**src/rtl/barcode_pkg.sv**
```systemverilog
`default_nettype none
// +------------------------------------------------------------------+
// | barcode_pkg : shared types and helpers for the barcode locator    |
// | Rev 1.0                                                          |
// +------------------------------------------------------------------+
package barcode_pkg;

  localparam int COORD_W = 10;

  typedef logic [COORD_W-1:0] coord_t;

  typedef enum logic [1:0] {
    ST_IDLE   = 2'd0,
    ST_SEARCH = 2'd1,
    ST_IN_SEG = 2'd2,
    ST_DONE   = 2'd3
  } line_state_e;

  // True on the first registered sample that reaches the active sync level.
  function automatic logic vs_rise(input logic cur, input logic prev, input logic active);
    return (cur == active) && (prev != active);
  endfunction

  // |a-b| <= tol without wrap: subtract the smaller from the larger.
  function automatic logic edge_close(input coord_t a, input coord_t b, input coord_t tol);
    coord_t d;
    d = (a >= b) ? (a - b) : (b - a);
    return d <= tol;
  endfunction

endpackage
`default_nettype wire

```
**src/rtl/bar_stability_filter.sv**
```systemverilog
`default_nettype none
// +------------------------------------------------------------------+
// | bar_stability_filter : frame-to-frame lock / loss of bar edges    |
// | Rev 1.0                                                          |
// +------------------------------------------------------------------+
module bar_stability_filter
  import barcode_pkg::*;
#(
  parameter int TOL           = 4,
  parameter int STABLE_FRAMES = 3,
  parameter int LOST_FRAMES   = 8
) (
  input  logic               clk,
  input  logic               rst_n,
  input  logic               i_commit,
  input  logic               i_cand_valid,
  input  logic [COORD_W-1:0] i_cand_l,
  input  logic [COORD_W-1:0] i_cand_r,
  output logic [COORD_W-1:0] o_bar_left,
  output logic [COORD_W-1:0] o_bar_right,
  output logic               o_bar_valid,
  output logic               o_frame_done
);

  localparam int STABLE_W = $clog2(STABLE_FRAMES + 1);
  localparam int LOST_W   = $clog2(LOST_FRAMES + 1);
  localparam logic [STABLE_W-1:0] c_stable_max = STABLE_W'(STABLE_FRAMES);
  localparam logic [STABLE_W-1:0] c_stable_one = STABLE_W'(1);
  localparam logic [LOST_W-1:0]   c_lost_max   = LOST_W'(LOST_FRAMES);
  localparam logic [LOST_W-1:0]   c_lost_one   = LOST_W'(1);
  localparam coord_t              c_tol        = coord_t'(TOL);

  logic [STABLE_W-1:0] r_stable;
  logic [LOST_W-1:0]   r_lost;
  logic [COORD_W-1:0]  r_prev_l;
  logic [COORD_W-1:0]  r_prev_r;

  logic                w_match;
  logic [STABLE_W-1:0] w_stable_next;
  logic [LOST_W-1:0]   w_lost_next;

  assign w_match       = edge_close(i_cand_l, r_prev_l, c_tol) && edge_close(i_cand_r, r_prev_r, c_tol);
  assign w_stable_next = !w_match ? c_stable_one :
                         (r_stable == c_stable_max) ? r_stable : r_stable + c_stable_one;
  assign w_lost_next   = (r_lost == c_lost_max) ? r_lost : r_lost + c_lost_one;

  always_ff @(posedge clk or negedge rst_n) begin
    if (!rst_n) begin
      r_stable     <= '0;
      r_lost       <= '0;
      r_prev_l     <= '0;
      r_prev_r     <= '0;
      o_bar_left   <= '0;
      o_bar_right  <= '0;
      o_bar_valid  <= 1'b0;
      o_frame_done <= 1'b0;
    end else begin
      o_frame_done <= i_commit;
      if (i_commit) begin
        if (i_cand_valid) begin
          r_stable <= w_stable_next;
          r_lost   <= '0;
          r_prev_l <= i_cand_l;
          r_prev_r <= i_cand_r;
          // Load only on the frame that completes the streak, so small
          // jitter after lock does not move the marker.
          if ((w_stable_next == c_stable_max) && (r_stable != c_stable_max)) begin
            o_bar_left  <= i_cand_l;
            o_bar_right <= i_cand_r;
            o_bar_valid <= 1'b1;
          end
        end else begin
          r_stable <= '0;
          r_lost   <= w_lost_next;
          if (w_lost_next == c_lost_max) begin
            o_bar_left  <= '0;
            o_bar_right <= '0;
            o_bar_valid <= 1'b0;
          end
        end
      end
    end
  end

endmodule
`default_nettype wire

```
**src/rtl/barcode_locator.sv**
```systemverilog
`default_nettype none
// +------------------------------------------------------------------+
// | barcode_locator : widest bar run on the scan line, frame-filtered |
// | Rev 1.0                                                          |
// +------------------------------------------------------------------+
module barcode_locator
  import barcode_pkg::*;
#(
  parameter int   SCAN_Y        = 122,
  parameter int   MAX_GAP       = 40,
  parameter int   MIN_WIDTH     = 100,
  parameter int   TOL           = 4,
  parameter int   STABLE_FRAMES = 3,
  parameter int   LOST_FRAMES   = 8,
  parameter logic VS_ACTIVE     = 1'b0
) (
  input  logic               clk,
  input  logic               rst_n,
  input  logic [COORD_W-1:0] x_in,
  input  logic [COORD_W-1:0] y_in,
  input  logic               in_de,
  input  logic               in_vs,
  input  logic               in_data,
  output logic [COORD_W-1:0] bar_left,
  output logic [COORD_W-1:0] bar_right,
  output logic               bar_valid,
  output logic               frame_done
);

  localparam int GAP_W = $clog2(MAX_GAP + 2);
  localparam logic [GAP_W-1:0] c_gap_split = GAP_W'(MAX_GAP + 1);
  localparam logic [GAP_W-1:0] c_gap_one   = GAP_W'(1);
  localparam coord_t           c_scan_y    = coord_t'(SCAN_Y);
  localparam coord_t           c_min_width = coord_t'(MIN_WIDTH);

  line_state_e        r_state;
  logic [COORD_W-1:0] r_seg_l;
  logic [COORD_W-1:0] r_seg_r;
  logic [COORD_W-1:0] r_best_l;
  logic [COORD_W-1:0] r_best_r;
  logic               r_best_vld;
  logic [GAP_W-1:0]   r_gap;
  logic               r_vs;
  logic               r_vs_d;
  logic               r_de_d;

  logic               w_commit;
  logic               w_vs_now;
  logic               w_line_start;
  logic               w_line_end;
  logic               w_seg_wins;
  logic               w_cand_valid;
  logic [GAP_W-1:0]   w_gap_next;

  assign w_commit     = vs_rise(r_vs, r_vs_d, VS_ACTIVE);
  assign w_vs_now     = (in_vs == VS_ACTIVE);
  // r_de_d resets high so a line already in progress at reset release is ignored.
  assign w_line_start = in_de && !r_de_d && (y_in == c_scan_y);
  assign w_line_end   = w_vs_now || !in_de;
  assign w_seg_wins   = !r_best_vld || ((r_seg_r - r_seg_l) > (r_best_r - r_best_l));
  assign w_gap_next   = r_gap + c_gap_one;
  assign w_cand_valid = (r_state == ST_DONE) && r_best_vld &&
                        ((r_best_r - r_best_l) >= c_min_width);

  always_ff @(posedge clk or negedge rst_n) begin
    if (!rst_n) begin
      r_state    <= ST_IDLE;
      r_seg_l    <= '0;
      r_seg_r    <= '0;
      r_best_l   <= '0;
      r_best_r   <= '0;
      r_best_vld <= 1'b0;
      r_gap      <= '0;
      r_vs       <= ~VS_ACTIVE;
      r_vs_d     <= ~VS_ACTIVE;
      r_de_d     <= 1'b1;
    end else begin
      r_vs   <= in_vs;
      r_vs_d <= r_vs;
      r_de_d <= in_de;
      if (w_commit) begin
        r_state    <= ST_IDLE;
        r_best_l   <= '0;
        r_best_r   <= '0;
        r_best_vld <= 1'b0;
        r_gap      <= '0;
      end else begin
        case (r_state)
          ST_IDLE: begin
            if (w_line_start && !w_vs_now) begin
              if (in_data) begin
                r_state <= ST_IN_SEG;
                r_seg_l <= x_in;
                r_seg_r <= x_in;
                r_gap   <= '0;
              end else begin
                r_state <= ST_SEARCH;
              end
            end
          end
          ST_SEARCH: begin
            if (w_line_end) begin
              r_state <= ST_DONE;
            end else if (in_data) begin
              r_state <= ST_IN_SEG;
              r_seg_l <= x_in;
              r_seg_r <= x_in;
              r_gap   <= '0;
            end
          end
          ST_IN_SEG: begin
            // Line end, sync truncation and an over-long gap all close the
            // segment at its last black pixel.
            if (w_line_end || (!in_data && (w_gap_next == c_gap_split))) begin
              if (w_seg_wins) begin
                r_best_l   <= r_seg_l;
                r_best_r   <= r_seg_r;
                r_best_vld <= 1'b1;
              end
              r_state <= w_line_end ? ST_DONE : ST_SEARCH;
              r_gap   <= w_line_end ? r_gap : w_gap_next;
            end else if (in_data) begin
              r_seg_r <= x_in;
              r_gap   <= '0;
            end else begin
              r_gap <= w_gap_next;
            end
          end
          default: begin
            r_state <= r_state;
          end
        endcase
      end
    end
  end

  bar_stability_filter #(
    .TOL          (TOL),
    .STABLE_FRAMES(STABLE_FRAMES),
    .LOST_FRAMES  (LOST_FRAMES)
  ) u_filter (
    .clk         (clk),
    .rst_n       (rst_n),
    .i_commit    (w_commit),
    .i_cand_valid(w_cand_valid),
    .i_cand_l    (r_best_l),
    .i_cand_r    (r_best_r),
    .o_bar_left  (bar_left),
    .o_bar_right (bar_right),
    .o_bar_valid (bar_valid),
    .o_frame_done(frame_done)
  );

endmodule
`default_nettype wire

```
**config.mk**
```make
export PLATFORM = sky130hd
export DESIGN_NAME = barcode_locator
export DESIGN_NICKNAME = d
export VERILOG_FILES = /design/src/rtl/barcode_pkg.sv /design/src/rtl/bar_stability_filter.sv /design/src/rtl/barcode_locator.sv
export SDC_FILE = /design/constraint.sdc
export NUM_CORES = 1
export LEC_CHECK = 0
export ABC_AREA = 1
export CAP_MARGIN = 20
export CORE_ASPECT_RATIO = 0.7
export CORE_MARGIN = 3
export CORE_UTILIZATION = 45
export DETAILED_ROUTE_END_ITERATION = 10
export PLACE_DENSITY = 0.62
export SYNTH_ARGS = -nofsm -noshare
export SYNTH_HDL_FRONTEND = slang
export SYNTH_SLANG_ARGS = --single-unit
```
**constraint.sdc**
```tcl
create_clock -name clk -period 5.2 [get_ports clk]
set_clock_uncertainty 0.05 [all_clocks]
set_input_delay 0.78 -clock clk [delete_from_list [all_inputs] [get_ports clk]]
set_output_delay 0.78 -clock clk [all_outputs]
set_load 0.01 [all_outputs]
```
### After elaboration in Yosys (flattened, before gate mapping)

Cells that the tools add are included.

* flip-flop bits (word level): 100
* latch bits: 0
* memory bits (writable): 0
* ROM bits: 0
* input port bits: 25
* output and inout bits: 22
* word-level logic and storage cells: 138
* memories kept: 0

* $add $sub $neg: 9
* multiply operators: 0
* div/mod/pow operators: 0
* $lt $le $gt $ge: 6
* equal/unequal tests: 19
* shift-type cells: 0
* mux-type cells: 52
* bitwise gates (word level): 3
* reduce and logical (&&, ||, !) cells: 31

Operators by type and width (number)
* $mux 10: 22
* $sub 10x10->10: 6
* $mux 6: 7
* $pmux 10 s3: 1
* $ge 10x10->1: 2
* $le 10x3->1 const B: 2
* $mux 2: 10
* $pmux 10 s2: 1
* $pmux 6 s3: 1
* $reduce_and 4->1: 3
* $eq 10x7->1 const B: 1
* $ge 10x7->1 const B: 1
* $gt 10x10->1: 1
* $ne 2x2->1 const B: 5
* $reduce_bool 2->1: 5
* $logic_and 1x1->1: 9
* $ne 3x2->1 const B: 3
* $eq 2x2->1 const B: 4
* $eq 4x4->1 const B: 2
* $mux 4: 2
* $ne 4x3->1 const B: 2
* $mux 1: 7
* $add 6x1->6 const B: 1
* $eq 6x6->1 const B: 1
* other kinds (13): 21

### Longest topological paths before layout

* depth after elaboration: 9
* mapped depth: 23
* depth with buffers taken out: 22

### Modules after synthesis

A second synthesis with hierarchy kept.

* cells, all modules: 1180
* area, all modules: 7976.4 um^2

By module, submodules not included
* bar_stability_filter: instances 1, cells each 633, area an instance 4090.2 um^2, sequential area each 1201.2 um^2
* barcode_locator: instances 1, cells each 547, area an instance 3886.2 um^2, sequential area each 1305.0 um^2

### Worst setup path after synthesis

Ideal clock, no wire load.

* path type: reg-to-reg
* from: reg r_seg_l[2]
* to: reg r_best_r[1]
* library setup time: 0.066 ns
* arrival time: 3.228 ns
* required time: 5.084 ns
* path slack: 1.856 ns
* cell stages (with the launch flop): 22
* buffers on the path: 1
* clock period less this slack: 3.344 ns
* path through: dfrtp_1 -> inv_1 -> ha_1 -> a21oi_1 -> o21ai_0 -> a21oi_1 -> nor2_1 -> o21ai_0 -> nand2_1 -> a21o_1 -> a21oi_1 -> xor2_1 -> ha_1 -> a21oi_1 -> o21ai_0 -> a31oi_1 -> o21ai_0 -> nand2_1 -> a21oi_1 -> nor2_1 -> clkbuf_1 -> a22o_1

* cells in the longest elaborated chain, start to end: 5

RTL lines
* start, declared: line barcode_locator.sv:37 `logic [COORD_W-1:0] r_seg_l;`
* start signal, assigned: line barcode_locator.sv:93 `r_seg_l <= x_in;`
* start signal, assigned: line barcode_locator.sv:106 `r_seg_l <= x_in;`
* $sub 10x10->10: line barcode_locator.sv:60 `assign w_seg_wins = !r_best_vld || ((r_seg_r - r_seg_l) > (r_best_r - r_best_l));`
* $gt 10x10->1: line barcode_locator.sv:60
* $logic_or 1x1->1: line barcode_locator.sv:60
* $reduce_bool 2->1 (no source line)
* $reduce_and 3->1 (no source line)
* end signal, assigned: line barcode_locator.sv:117 `r_best_r <= r_seg_r;`
* end, declared: line barcode_locator.sv:40 `logic [COORD_W-1:0] r_best_r;`

No other way between the ends.
A chain may end at the register's enable or synchronous reset.

### Worst setup path in the final report

* from: reg r_seg_l[2]
* to: reg r_best_r[3]

Same word-level chain as after synthesis.

==> impl_metrics.toml <==
[cts]
cts_made_buffers = 9
cts.sinks = 100
cts_hold_buf = 0
cts_setup_buffers = 0
ctsResizeCount = 0
clockRootBuffer = "clkbuf_16"
insertion_delay_ps = 350
cts.clk_slew.worst_paths_ps = 80
cts_tree = "built"
htree_num_levels = 3
cts.path.max_buffers = 2

[setup_path]
timing.rr.end = "r_best_r[3]$_DFFE_PN0P_"
r2r_cells = 23
rr_startpoint = "r_seg_l[2]$_DFFE_PN0P_"
worst_setup_path_start_kind = "flop"
worst-r2r-setup-slack_ps = 1260
arrival_ps = 4120
worstSetupStartpoint = "r_seg_l[2]$_DFFE_PN0P_"
cp_max_fo = 21
worstPathRequired_ps = 5380
crit_end = "r_best_r[3]$_DFFE_PN0P_"
crit_type = "reg -> reg"
worstSetupEndpointType = "flop"

[logic_synthesis]
syn_nets = 1152
synth_cell_types = 43
synth_largest_area_cell = "dfrtp_1"
netlist_top_cells_area = "dfrtp_1, nand2_1, ha_1, inv_1, nand3_1"
syn_area_um2 = 7500
ys_ff_latch = 100
synth_xor_area_frac = 0.0234
yosys.area_share.simple = 0.296
synthMuxAreaShare = 0
yosys_warnings = 0
synthAdderAreaFrac = 0.129
synth_top_area_frac = 0.324
synth_top_family_by_area = "simple AND/OR/NAND/NOR gates"
synth_compound_area_frac = 0.108
synth.avg_cell_area_um2 = 7.13
syn_inst = 1051
ys_seq_area_frac = 0.334

[global_route]
overflow = 0
grt_pass1_vias = 6104
antenna_found_initial = 0
grtUsageTotal = 0.207
grt_max_degree = 60
grt_pass1_wl_um = 31200

[floorplan]
fp.dieH_um = 114
num_rows = 38
dieArea_um2 = 18300
core-area_um2 = 15900
fp.dieW_um = 160
io_pins = 47
start_util = 0.472

[run]
maxCapViolCount = 0

[drt]
wire_per_inst_um = 13.7
vias = 6604
ant_nets = 0
viasPerCell = 5.02
drt_iter0_markers = 465
drc = 0
dr.pass1.iters = 5
routed_wl_um = 18100

[cells_and_area]
mostFrequentLayoutCells = "nand2_1, inv_1, dfrtp_1, nand3_1, ha_1"
areaGrowthSynthToFinish_pct = 12.5
diodes = 0
final_common_cell = "nand2_1"
layout-drive-gt1-share = 0.0457
final_util = 0.531
final_nets = 1191
nFillCells = 1629

[min_path]
hold_depth = 0
hold_path_class = "reg -> reg"
hold_start = "r_vs$_DFF_PN1_"

[placed_design]
io_buffers = 46
place.gp.congestion = 0.917
hpwl_um = 14400

[pwr]
ir_drop_mv = 0.282
power_density_nw_per_um2 = 718
power.leakage_nw = 4.58

[timing]
period_share = 0.758
max_clock_freq_mhz = 254
drv_slew = 0
hold_violations = 0
fin_crit_ps = 3940
setup_tns_ps = 0
finalSetupViolations = 0
rsz0062_at_grt = "no"
worstMarginPinSlew_ps = 881
slew-limit-headroom = 0.411

[outcome]
status = "finished, final reports clean"
==> synth_stat cells <==
cell / n
nand2_1: 320
inv_1: 180
dfrtp_1: 97
nand3_1: 91
ha_1: 74
o21ai_0: 58
nor2_1: 48
a21oi_1: 38
a22o_1: 20
nand4_1: 18
xor2_1: 14
clkbuf_1: 10
buf_2: 7
nand2_2: 7
nand3b_1: 7
xnor2_1: 6
nor3_1: 5
o31ai_1: 5
buf_6: 4
nor2_2: 4
dfstp_2: 3
nand2_4: 3
o2111ai_1: 3
o21a_1: 3
a21boi_0: 2
a21oi_2: 2
buf_4: 2
fa_1: 2
inv_2: 2
nor4_1: 2
o21bai_1: 2
a21o_1: 1
a31oi_1: 1
and2_2: 1
clkbuf_2: 1
clkinv_1: 1
nand3_2: 1
nand3_4: 1
nand4_2: 1
nor2_4: 1
nor4b_1: 1
o211ai_1: 1
or2_2: 1
==> worst min-delay path by stage <==
stage,to,slack (ps)
floorplan,r_vs_d$_DFF_PN1_,300
global placement,r_vs_d$_DFF_PN1_,310
detailed placement,r_vs_d$_DFF_PN1_,310
CTS,r_vs_d$_DFF_PN1_,320
global route,r_vs_d$_DFF_PN1_,330
finish,r_vs_d$_DFF_PN1_,320
==> through the flow <==
step / hold slack, ps / power (mW) / setup slack (ps) / cell area, um2 / cells
after detailed placement: 310 / 5.37 / 1330 / 8140 / 1299
final: 319 / 6.06 / 1260 / 8440 / 1315
after global placement: 310 / 5.34 / 1370 / 8140 / 1299
after CTS: 322 / 6.06 / 1280 / 8440 / 1315
after floorplan: 304 / 4.46 / 1860 / 7500 / 1051
after global routing: 325 / 6.85 / 760 / 8440 / 1315
==> power by group <==
group          leakage, nW  switching (mW)  internal, mW
logic                 3.12            2.59          1.54
clock network        0.145           0.325         0.337
registers             1.32           0.269         0.995
total                 4.58            3.18          2.87
==> cells by family after synthesis <==
kind of cell / Yosys count
xor gates and xnor gates: 20
AOI/OAI and AO/OA: 136
buffers and inverters: 207
and+or+nand+nor: 512
adders and majority gates: 76
DFF: 100
==> per-layer routing <==
layer,global-route usage,up-vias,wire [um]
li1,-,3438,-
met1,0.343,3006,9970
met2,0.285,151,6910
met3,0.0334,9,1070
met4,0.0283,0,104
met5,0,-,0
==> layout make-up <==
cell class | instances | area, um2 | share of cell area
inverters | 183 | 687 | 0.0814
well taps | 220 | 275 | 0.0326
repair buffers | 52 | 503 | 0.0596
clock inverters | 7 | 67.6 | 0.00801
flip-flops and latches | 100 | 2510 | 0.297
multi-input cells | 744 | 4170 | 0.495
clock buffers | 9 | 225 | 0.0267
==> registers in the layout (all words and copies together), names as in the netlist, 2 cells and up <==
signal,cells
r_gap,6
r_state,2
u_filter.r_prev_l,10
u_filter.o_bar_left,10
u_filter.r_stable,2
u_filter.o_bar_right,10
u_filter.r_prev_r,10
r_seg_l,10
r_seg_r,10
u_filter.r_lost,4
r_best_r,10
r_best_l,10
==> worst max-delay path: stages (launching register included) <==
cell     delay [ps]
dfrtp_1         370
inv_1            50
ha_1            340
a21oi_1         210
o21ai_0          90
a21oi_1         190
nor2_1           60
o21ai_0         140
nand2_1         100
a21o_1          160
a21oi_1         160
xor2_1          170
ha_1            260
a21oi_1         140
o21ai_0         110
a31oi_1         140
o21ai_0          90
nand2_1          60
a21oi_1          70
nor2_1          100
buf_4           250
nor2_1           80
buf_4           210
a22o_1          190
(Power assumes the default switching activity.)
